### config.mk
export PLATFORM = sky130hd
export DESIGN_NAME = block_dispatcher
export DESIGN_NICKNAME = d
export VERILOG_FILES = /design/src/rtl/gpu_pkg.sv /design/src/rtl/lowest_free_arbiter.sv /design/src/rtl/block_dispatcher.sv
export SDC_FILE = /design/constraint.sdc
export NUM_CORES = 1
export LEC_CHECK = 0
export CORE_MARGIN = 3
export CORE_UTILIZATION = 46
export DETAILED_ROUTE_END_ITERATION = 7
export PLACE_DENSITY = 0.76
export SLEW_MARGIN = 20
export SYNTH_ARGS = -nofsm -noshare
export SYNTH_HDL_FRONTEND = slang
export SYNTH_HIERARCHICAL = 1
export SYNTH_SLANG_ARGS = --single-unit
### constraint.sdc
create_clock -name clock -period 6.6 [get_ports clock]
set_clock_uncertainty 0.2 [all_clocks]
set_input_delay 1.65 -clock clock [delete_from_list [all_inputs] [get_ports clock]]
set_output_delay 1.65 -clock clock [all_outputs]
set_load 0.05 [all_outputs]
### src/rtl/gpu_pkg.sv
// Shared GPU front-end types: default array sizing, dispatcher state encoding
// and a saturating counter helper.
package gpu_pkg;

  localparam int NUM_PBS_DEFAULT = 8;
  localparam int IDX_W_DEFAULT   = 16;

  typedef enum logic [1:0] {
    S_IDLE,
    S_DISPATCH,
    S_DRAIN,
    S_DONE
  } dispatch_state_t;

  typedef logic [IDX_W_DEFAULT-1:0] block_idx_t;

  function automatic logic [31:0] sat_add32(input logic [31:0] a, input logic [31:0] b);
    logic [32:0] sum;
    sum = {1'b0, a} + {1'b0, b};
    return sum[32] ? 32'hFFFF_FFFF : sum[31:0];
  endfunction

endpackage

### src/rtl/lowest_free_arbiter.sv
// Fixed-priority picker: one-hot grant of the lowest-numbered free slot.
module lowest_free_arbiter #(
  parameter int N = 8
) (
  input  logic [N-1:0] i_free,
  output logic [N-1:0] o_grant,
  output logic         o_valid
);

  // Two's-complement trick isolates the lowest set bit.
  assign o_grant = i_free & (~i_free + N'(1));
  assign o_valid = |i_free;

endmodule

### src/rtl/block_dispatcher.sv
// Dynamic thread-block dispatcher: hands block indices to processing blocks as each frees up.
// Define BLOCK_DISPATCHER_STATS_EN to add busy-cycle and completed-block counters.
module block_dispatcher
  import gpu_pkg::*;
#(
  parameter int NUM_PBS = NUM_PBS_DEFAULT,
  parameter int IDX_W   = IDX_W_DEFAULT
) (
  input  logic                            clock,
  input  logic                            reset,
  input  logic                            launch_valid,
  output logic                            launch_ready,
  input  logic [IDX_W-1:0]                launch_blocks,
  output logic [NUM_PBS-1:0]              pb_start,
  output logic [NUM_PBS-1:0][IDX_W-1:0]   pb_block_idx,
  input  logic [NUM_PBS-1:0]              pb_finished,
  output logic                            busy,
  output logic                            kernel_done
`ifdef BLOCK_DISPATCHER_STATS_EN
  ,
  output logic [31:0]                     stat_busy_cycles,
  output logic [31:0]                     stat_blocks_done
`endif
);

  dispatch_state_t r_state, w_nextState;
  logic [IDX_W-1:0]              r_total, r_nextIdx;
  logic [NUM_PBS-1:0]            r_running, r_start, r_startD1;
  logic [NUM_PBS-1:0][IDX_W-1:0] r_blockIdx;

  logic               w_accept, w_dispatch, w_grantValid;
  logic [NUM_PBS-1:0] w_grant, w_startVec, w_clear, w_remaining;
  logic [IDX_W-1:0]   w_dispIdx, w_target, w_idxPlus;

  assign w_accept = (r_state == S_IDLE) && launch_valid;

  // A finished level seen within two cycles of a start is left over from the previous block.
  assign w_clear     = r_running & pb_finished & ~r_start & ~r_startD1;
  assign w_remaining = r_running & ~w_clear;

  // The first start is issued on the accept edge itself, so IDLE dispatches from index 0.
  assign w_dispIdx  = (r_state == S_IDLE) ? '0 : r_nextIdx;
  assign w_target   = (r_state == S_IDLE) ? launch_blocks : r_total;
  assign w_idxPlus  = w_dispIdx + IDX_W'(1);
  assign w_startVec = w_dispatch ? w_grant : '0;

  lowest_free_arbiter #(.N(NUM_PBS)) u_arbiter (
    .i_free  (~r_running),
    .o_grant (w_grant),
    .o_valid (w_grantValid)
  );

  always_comb begin
    w_nextState = r_state;
    w_dispatch  = 1'b0;
    case (r_state)
      S_IDLE: begin
        if (launch_valid) begin
          if (launch_blocks == '0) begin
            w_nextState = S_DONE;
          end else begin
            w_dispatch  = w_grantValid;
            w_nextState = S_DISPATCH;
          end
        end
      end
      S_DISPATCH: w_dispatch = w_grantValid;
      S_DRAIN:    if (w_remaining == '0) w_nextState = S_DONE;
      S_DONE:     w_nextState = S_IDLE;
      default:    w_nextState = S_IDLE;
    endcase
    if (w_dispatch && (w_idxPlus == w_target)) w_nextState = S_DRAIN;
  end

  always_ff @(posedge clock or posedge reset) begin
    if (reset) begin
      r_state    <= S_IDLE;
      r_total    <= '0;
      r_nextIdx  <= '0;
      r_running  <= '0;
      r_start    <= '0;
      r_startD1  <= '0;
      r_blockIdx <= '0;
    end else begin
      r_state   <= w_nextState;
      r_running <= w_remaining | w_startVec;
      r_start   <= w_startVec;
      r_startD1 <= r_start;
      if (w_accept) r_total <= launch_blocks;
      if (w_dispatch) r_nextIdx <= w_idxPlus;
      else if (w_accept) r_nextIdx <= '0;
      for (int i = 0; i < NUM_PBS; i++) begin
        if (w_startVec[i]) r_blockIdx[i] <= w_dispIdx;
      end
    end
  end

  assign launch_ready = (r_state == S_IDLE);
  assign busy         = (r_state == S_DISPATCH) || (r_state == S_DRAIN);
  assign kernel_done  = (r_state == S_DONE);
  assign pb_start     = r_start;
  assign pb_block_idx = r_blockIdx;

`ifdef BLOCK_DISPATCHER_STATS_EN
  logic [31:0] r_statBusy, r_statDone;

  always_ff @(posedge clock or posedge reset) begin
    if (reset) begin
      r_statBusy <= '0;
      r_statDone <= '0;
    end else if (w_accept) begin
      r_statBusy <= '0;
      r_statDone <= '0;
    end else begin
      if (busy) r_statBusy <= sat_add32(r_statBusy, 32'd1);
      r_statDone <= sat_add32(r_statDone, 32'($countones(w_clear)));
    end
  end

  assign stat_busy_cycles = r_statBusy;
  assign stat_blocks_done = r_statDone;
`endif

endmodule

---- Word-level counts from Yosys, hierarchy flattened ----
Cells that the tools add are included.
operators by class
  add/subtract/negate cells ............... 2
  eq/ne operators ......................... 6
  muxes and demuxes ....................... 13
  bitwise gates (word level) .............. 11
  reduce and logical (&&, ||, !) cells .... 10
operators by type and width
  kind                     count
  $mux W16                 4
  $and A8 B8 Y8            5
  $not A8 Y8               5
  $add A16 B1 Y16 const B  1
  $eq A16 B16 Y1           1
  $logic_not A16 Y1        1
  $add A8 B1 Y8 const B    1
  $logic_not A8 Y1         1
  $mux W2                  4
  $mux W8                  1
  $or A8 B8 Y8             1
  $reduce_or A8 Y1         1
  $pmux W2 S3              1
  $eq A2 B2 Y1 const B     2
  $reduce_bool A4 Y1       1
  $ne A3 B2 Y1 const B     1
  $ne A3 B3 Y1 const B     1
  $reduce_and A3 Y1        1
  $eq A2 B1 Y1 const B     1
  $logic_and A1 B1 Y1      2
  $logic_not A2 Y1         1
  $mux W1                  2
  $pmux W1 S2              1
  $reduce_bool A2 Y1       1
  $logic_or A1 B1 Y1       1
word-level totals
  flip-flop bits (word level) ............. 186
  output and inout bits ................... 139
  word-level logic and storage cells ...... 56

---- Depth between registers and ports, before layout ----
  word-level depth ........................ 9
  depth in mapped cells ................... 18

---- Modules after synthesis ----
Netlist, hierarchy kept.
by module, submodules not included
  module               times used  cells each  area each (um2)  seq. area each (um2)
  block_dispatcher     1           742         7,704.9          4,654.5
  lowest_free_arbiter  1           12          96.3             0.0

---- Worst setup path before layout ----
OpenSTA, ideal clock, no wires.
  kind .................................... reg2reg
  start point ............................. register r_state[1]
  end point ............................... register r_state[0]
  library setup time ...................... 120 ps
  data arrival time ....................... 3,867 ps
  required time ........................... 6,280 ps
  path slack .............................. 2,413 ps
  stages on the path, launching flop included .. 19
  path buffers ............................ 6
  cell sequence ........................... dfrtp_1 -> inv_1 -> ha_1 -> buf_6 -> buf_4 -> buf_8 -> clkbuf_1 -> nand2b_1 -> inv_1 -> ha_1 -> and3_1 -> buf_6 -> and2_4 -> buf_6 -> xnor2_1 -> a221oi_2 -> nand3_1 -> or4_4 -> o211a_1
between the ends
  longest elaborated chain between the ends .. 7
  elaborated cells on any way between the ends .. 16
ends and longest elaborated chain
  item                                            RTL line                text
  start, declared                                 block_dispatcher.sv:26  dispatch_state_t r_state, w_nextState;
  start signal, assigned                          block_dispatcher.sv:85  r_state <= w_nextState;
  $logic_not A2 Y1 (*)                            --
  via launch_ready                                block_dispatcher.sv:12  output logic launch_ready,
  $mux W16 (*)                                    block_dispatcher.sv:42  assign w_dispIdx = (r_state == S_IDLE) ? '0 : r_nextIdx;
  via w_dispIdx[1]                                block_dispatcher.sv:33  logic [IDX_W-1:0] w_dispIdx, w_target, w_idxPlus;
  $add A16 B1 Y16 (*)                             block_dispatcher.sv:44  assign w_idxPlus = w_dispIdx + IDX_W'(1);
  $eq A16 B16 Y1 (*)                              block_dispatcher.sv:72  if (w_dispatch && (w_idxPlus == w_target)) w_nextState = S_DRAIN;
  $logic_and A1 B1 Y1 (*)                         block_dispatcher.sv:72
  $ne A3 B3 Y1 (no line) (tied with other cells)  --
  $reduce_and A3 Y1 (no line)                     --
Mark *: on every way through the listed nets, which the timed path passes. The rest lies on a longest branch.
A chain may end at the register's enable or synchronous reset.

---- Worst setup path after layout ----
  start point ............................. input port launch_blocks[1]
  end point ............................... register r_blockIdx (netlist bit pb_block_idx[127])
between the ends
  longest elaborated chain between the ends .. 5
ends and longest elaborated chain
  item                           RTL line                text
  start, declared                block_dispatcher.sv:13  input logic [IDX_W-1:0] launch_blocks,
  $logic_not A16 Y1              block_dispatcher.sv:59  if (launch_blocks == '0) begin
  $mux W1                        block_dispatcher.sv:59
  $mux W1                        block_dispatcher.sv:58  if (launch_valid) begin
  $pmux W1 S2                    block_dispatcher.sv:56  case (r_state)
  $mux W8                        block_dispatcher.sv:45  assign w_startVec = w_dispatch ? w_grant : '0;
  end signal, assigned by index  block_dispatcher.sv:93  if (w_startVec[i]) r_blockIdx[i] <= w_dispIdx;
  end, declared                  block_dispatcher.sv:29  logic [NUM_PBS-1:0][IDX_W-1:0] r_blockIdx;
No other way between the ends.

==> impl_metrics.json <==
{
  "outcome": "completed",
  "final_common_cell": "dfrtp_1",
  "place_area_sq_um": 9550,
  "vias": 5948,
  "ir_worst_vdd_uv": 267,
  "drtAntennaViolNets": 0,
  "hold_path_depth": 0,
  "hold_viol_final": 0,
  "die_y_microns": 136,
  "worst_pin_slew_ps": 1010,
  "ys_warn_count": 6,
  "setup_ws_ps": 2360,
  "grt_max_degree": 187,
  "sw_frac_of_total": 0.430,
  "initial_core_util": 0.481,
  "setup_viol": 0,
  "layout.area.seq_sq_um": 4650,
  "power_frac_seq": 0.357,
  "ys_seq_area_frac": 0.597,
  "power_frac_clock": 0.228,
  "yosys-top-cells-area": "dfrtp_1 60%, o21ai_0 8.2%, nand2_1 8.0%, xnor2_1 1.9%, mux2_2 1.6%",
  "clkSinkCount": 186,
  "area_growth_syn_to_layout_pct": 29.6,
  "die_area_sq_um": 18600,
  "post_cts_buffers": 0,
  "slew_headroom": 0.328,
  "rsz0062_at_grt": "no",
  "antennaDiodeCount": 0,
  "syn_area_per_cell_sq_um": 10.3,
  "worstSkewPairLatency_ps": 440,
  "finalSetupTns_ps": 0,
  "dp_slack_ps": 1880,
  "cap_violations": 0,
  "fmax_ghz": 0.236,
  "first_iter_violations": 425,
  "intPower_mw": 2.44,
  "total_power_mw": 4.28,
  "clk_pin_slew_ps": 70,
  "antenna_found_initial": 0,
  "finalMaxSlewViolations": 0,
  "cts-root-buf": "clkbuf_16",
  "io_buffers": 165,
  "design_area_sq_um": 10100,
  "h-tree-depth": 4,
  "multi_input_area_sq_um": 2830,
  "synth_seq_cells": 186,
  "fillers": 1372,
  "grt-ovfl-total": 0,
  "rows": 46,
  "grtUsageTotal": 0.228,
  "numCtsBuffers": 17,
  "cp_data_required_time_ps": 6680,
  "switchingPower_mw": 1.84,
  "synth.cell_area_sq_um": 7800,
  "die_w_microns": 136,
  "fin_nets": 932,
  "drc_errors": 0,
  "worstPathArrival_ps": 4320,
  "mostFrequentLayoutCells": "186 x dfrtp_1, 166 x nand2_1, 165 x clkdlybuf4s50_1",
  "synth_top_area_share": 0.597,
  "synth_enable_flop_cells": 0,
  "synth_cells": 754,
  "synth_top_cell_by_area": "dfrtp_1",
  "io-pin-count": 166,
  "combPwrFrac": 0.415,
  "crit_fanout": 34,
  "critPathLaunchType": "input port",
  "min_path_type": "register to register",
  "gp_congestion": 0.864,
  "dp_hpwl_microns": 14100,
  "grt_pass1_vias": 5617,
  "post_drt_wl_per_cell_microns": 18.4,
  "yosysUniqueCellTypes": 61,
  "clk_path_buf_depth": 2,
  "p_per_area_nw_per_um2": 424,
  "cts_resized": 0,
  "fin_crit_ps": 4240,
  "reg2reg_depth": 12,
  "synthFlopType": "dfrtp_1",
  "cts_tree": "yes",
  "viasPerCell": 5.27,
  "synth_fp_nets": 787,
  "post-route-period-util": 0.642,
  "wirelength_microns": 20700,
  "path_class": "input port to register",
  "first_pass_iters": 4,
  "leakage_nw": 4.51,
  "grt_pass1_wl_microns": 31600,
  "core_area_sq_um": 16200,
  "drive_gt1_frac": 0.0702,
  "async_reset_ff_frac": 1.00,
  "fin_util": 0.623,
  "crit_path_end_kind": "register",
  "hold_buffers": 0
}
-- worst paths after layout --
| check | startpoint | endpoint | slack, ps |
|---|---|---|---|
| min | pb_start[4]$_DFF_PP0_ | r_startD1[4]$_DFF_PP0_ | 210 |
| min in group asynchronous | reset | pb_block_idx[48]$_DFFE_PP0P_ | 1640 |
| max in group asynchronous | reset | pb_block_idx[67]$_DFFE_PP0P_ | 3820 |
| max reg2reg | r_state[1]$_DFFE_PP0P_ | r_state[0]$_DFFE_PP0P_ | 2750 |
| max | launch_blocks[1] | pb_block_idx[127]$_DFFE_PP0P_ | 2360 |
| min reg2reg | pb_start[4]$_DFF_PP0_ | r_startD1[4]$_DFF_PP0_ | 210 |
-- metrics by stage --
stage                     instances  hold slack (ps)
after global routing           1128              229
after global placement         1096              186
after floorplan                 754              257
final                          1128              206
after CTS                      1128              210
after detailed placement       1096              196
-- registers in the layout (all words and copies together) (netlist names) --
register and cells:
pb_start 8, r_state 2, pb_block_idx 128, r_running 8, r_total 16, r_startD1 8
r_nextIdx 16
-- cell type report --
type                       count  area share
sequential                   186       0.460
multi-input combinational    497       0.280
timing repair buffer         167       0.166
clock buffer                  19      0.0448
tap                          216      0.0267
inverter                      30      0.0115
clock inverter                13      0.0108
-- per-layer routing --
metal	vias up	share of wire	track usage
li1	2852	-	-
met1	2868	0.43	0.309
met2	201	0.48	0.370
met3	27	0.064	0.0444
met4	0	0.021	0.0784
met5	-	0	0
-- critical path, cell delays in order --
cell and delay, ps:
clkdlybuf4s50_1 450, nor4_1 420, nand4_1 230, a41o_1 500, nand2_1 830, o21ai_0 230
-- kinds of logic (layout without fill, tap and decap cells) --
family	after synthesis	after routing	synth area share
buffers and inverters	71	229	0.0409
DFF	186	186	0.597
xor gates and xnor gates	28	28	0.0314
muxes	24	24	0.0353
and+or+nand+nor	251	251	0.152
AOI/OAI and AO/OA	188	188	0.134
adders and majority gates	6	6	0.00962
-- synth_stat cells (6+ instances only) --
cell type  instances
o21ai_0          128
clkbuf_1          29
xnor2_1           17
mux2_2            11
ha_1               6
xor2_1            11
nand2_1          166
mux2_1             7
inv_1             28
nor2_1            14
o21ai_1           19
nand3_1           12
nand2b_1          16
a21oi_1            9
dfrtp_1          186
o31ai_1           12
-- power groups by stage --
stage               Combinational, mW  Clock (mW)  Sequential (mW)
floorplan                       0.843           0             1.94
global placement                 1.75           0             1.54
detailed placement               1.77           0             1.55
CTS                              1.78       0.990             1.53
global route                     1.91        1.04             1.56
finish                           1.78       0.979             1.53
(Power assumes the default switching activity.)
==> variant, RTL diff (same settings) <==
Set the package constant `NUM_PBS_DEFAULT` to 7 (it was 8).
--- a/src/rtl/gpu_pkg.sv
+++ b/src/rtl/gpu_pkg.sv
@@ -2,7 +2,7 @@
 // and a saturating counter helper.
 package gpu_pkg;
 
-  localparam int NUM_PBS_DEFAULT = 8;
+  localparam int NUM_PBS_DEFAULT = 7;
   localparam int IDX_W_DEFAULT   = 16;
 
   typedef enum logic [1:0] {
Ports: changed (resized pb_block_idx, pb_finished and pb_start); port bits go from 166 to 148. The function was not compared with the original's and may differ.
==> variant against the unedited design <==
- non-clock buffer count is 14 lower
- synthesized area down 10%
- wire length shrank 13%
- critical endpoint is now launch_ready
- sequential cell count is 19 lower
- setup slack got worse by 450 ps
- power is 2.4% lower
- largest cell class unchanged
- highest routed layer unchanged
- design area shrank 9.6%
- die area is 9.6% lower
- maximum frequency shrank 9.6%
- count of clock-buffer cells in the layout rose by 1
- via count down 4.9%
- sequential share of layout area shrank 0.34 points
==> variant: results (changes against the unedited design) <==
Max Fanout on Critical Path: 21 (was 34)
Cell variety after synth: 56 (was 61)
GPL Wtd Cong: 0.8753 (was 0.8643)
First-pass GRT wire length: 29.14 mm (was 31.62 mm)
Vias in the first global route: 5483 (was 5617)
Fraction of layout cells with a size suffix above 1: 7.288% (was 7.018%)
Root buf cell: clkbuf_16 (unchanged)
Setup TNS: 0 ps (unchanged)
Postcts setup bufs: 0 (unchanged)
Pre-CTS setup slack: 1932 ps (was 1881 ps)
Largest register FFs: 112 (was 128)
Diode count: 0 (unchanged)
CP arrival: 2840 ps (was 4320 ps)
Post-synth top flop: dfrtp_1 (unchanged)
Met3 Resource Use GR: 3.957% (was 4.441%)
Synth async-reset ratio: 100.0% (unchanged)
NumNets Final: 857 (was 932)
Top cells by area, synth: dfrtp_1 60%, o21ai_0 10%, nand2_1 8.0% (was dfrtp_1 60%, o21ai_0 8.2%, nand2_1 8.0%)
Resized cells post-CTS: 0 (unchanged)
DR vias: 5659 (was 5948)
Number of H-tree levels: 4 (unchanged)
Dpl hpwl: 12.70 mm (was 14.15 mm)
Slowest cell delay on critical path: 840 ps
Hold Path Class: reg -> reg (unchanged)
Routed vias/inst: 5.543 (was 5.273)
1st-pass router iterations: 5 (was 4)
Syn. warnings: 6 (unchanged)
Outcome: finished, final reports clean (unchanged)
# placed instances: 990 (was 1096)
Pleak: 3.966 nW (was 4.507 nW)
Total wire length: 18.01 mm (was 20.72 mm)
Most common library cells after synthesis: 167 x dfrtp_1, 150 x nand2_1, 140 x o21ai_0 (was 186 x dfrtp_1, 166 x nand2_1, 128 x o21ai_0)
Met2 Track Usage GR: 35.73% (was 36.96%)
Fillcell total: 1173 (was 1372)
IO Port Bufs: 147 (was 165)
Total CTS buffers: 17 (unchanged)
Cell family with most CP delay: buffers and inverters (was simple AND/OR/NAND/NOR gates)
Max IR drop VDD: 0.0002233 V (was 0.0002668 V)
Clock buffer depth: 2 (unchanged)
Switching power of the nets: 1.797 mW (was 1.844 mW)
Clock transition at path regs: 60 ps
Syn Inst Count: 693 (was 754)
DR iter-0 viols: 526 (was 425)
Antenna violations before repair: 0 (unchanged)
Synthesized Nets: 725 (was 787)
Pin count of the biggest net entering global routing: 90 (was 187)
Total global-route track usage: 22.29% (was 22.82%)
CP max stage cell: clkdlybuf4s50_1 (was nand2_1)
Seq/Total Area, Yosys: 59.55% (was 59.66%)
Post-DRT Antenna Nets: 0 (unchanged)
Met1 usage: 31.67% (was 30.94%)
Worst-Skew Late Latency: 430 ps
Slew HR: 33.44% (was 32.80%)
[variant: cell types whose count changed after synthesis, moves of 6 or more]
cell      delta
mux2_1       -7
nor2_1       +8
o21ai_0     +12
nand2b_1    -12
dfrtp_1     -19
a21oi_1      +6
nand2_1     -16
o31ai_1     -10
nor3b_1      +8
buf_2        +9
o21ai_1     -18
clkbuf_1     -6
[variant: metal layers]
layer | part of all wire [%] | up-vias
li1 | - | 2621
met1 | 45 | 2782
met2 | 48 | 236
met3 | 6.6 | 20
met4 | 1.2 | 0
met5 | 0 | -
[variant: logic make-up after synthesis]
kind of cell / Yosys count / synth area share (%)
AO/OA/AOI/OAI: 178 / 13.69
XOR/XNOR: 29 / 3.619
adder cells (fa/ha/maj): 6 / 1.070
buffers and inverters: 63 / 3.673
flip-flops: 167 / 59.55
multiplexers: 19 / 2.995
AND/OR/NAND/NOR: 231 / 15.40
[variant: through the flow]
step                hold WS [ps]  cell area, um^2
floorplan                  297.5             7018
global placement           187.4             8598
detailed placement         196.2             8598
CTS                        211.5             9146
global route               228.0             9146
finish                     205.8             9146
[variant: worst register-to-register path: stages (launching register included)]
cell	delay (ps)
dfrtp_1	450
inv_1	100
ha_1	460
inv_1	230
nand2_1	300
inv_1	140
ha_1	310
nand4_1	220
nor4_2	390
xnor2_1	180
and4_1	200
o311ai_0	160
nor3_1	300
a211oi_1	90
[variant: power groups by stage]
| stage | registers, mW | clock network [mW] | logic [mW] |
|---|---|---|---|
| global route | 1.53 | 0.982 | 1.88 |
| CTS | 1.50 | 0.936 | 1.76 |
| floorplan | 2.01 | 0 | 0.672 |
| finish | 1.50 | 0.930 | 1.75 |
| detailed placement | 1.52 | 0 | 1.75 |
| global placement | 1.50 | 0 | 1.72 |
[variant: worst paths after layout]
kind / from / end / slack, ps / cells after the start
max: r_state[0] / launch_ready / 1910 / 4
min: pb_start[1] / r_startD1[1] / 210 / 0
max reg2reg: r_state[0] / r_state[0] / 2730 / 13
min reg2reg: pb_start[1] / r_startD1[1] / 210 / 0
max in group asynchronous: reset / pb_block_idx[8] / 3560 / 3
min in group asynchronous: reset / pb_block_idx[63] / 1560 / 2
[variant: cell type report]
| type | instances | share of cell area, % |
|---|---|---|
| Tap cell | 184 | 2.517 |
| Inverter | 23 | 0.9986 |
| Multi-Input combinational cell | 463 | 28.22 |
| Clock inverter | 11 | 1.108 |
| Timing Repair Buffer | 153 | 16.58 |
| Clock buffer | 20 | 4.884 |
| Sequential cell | 167 | 45.69 |
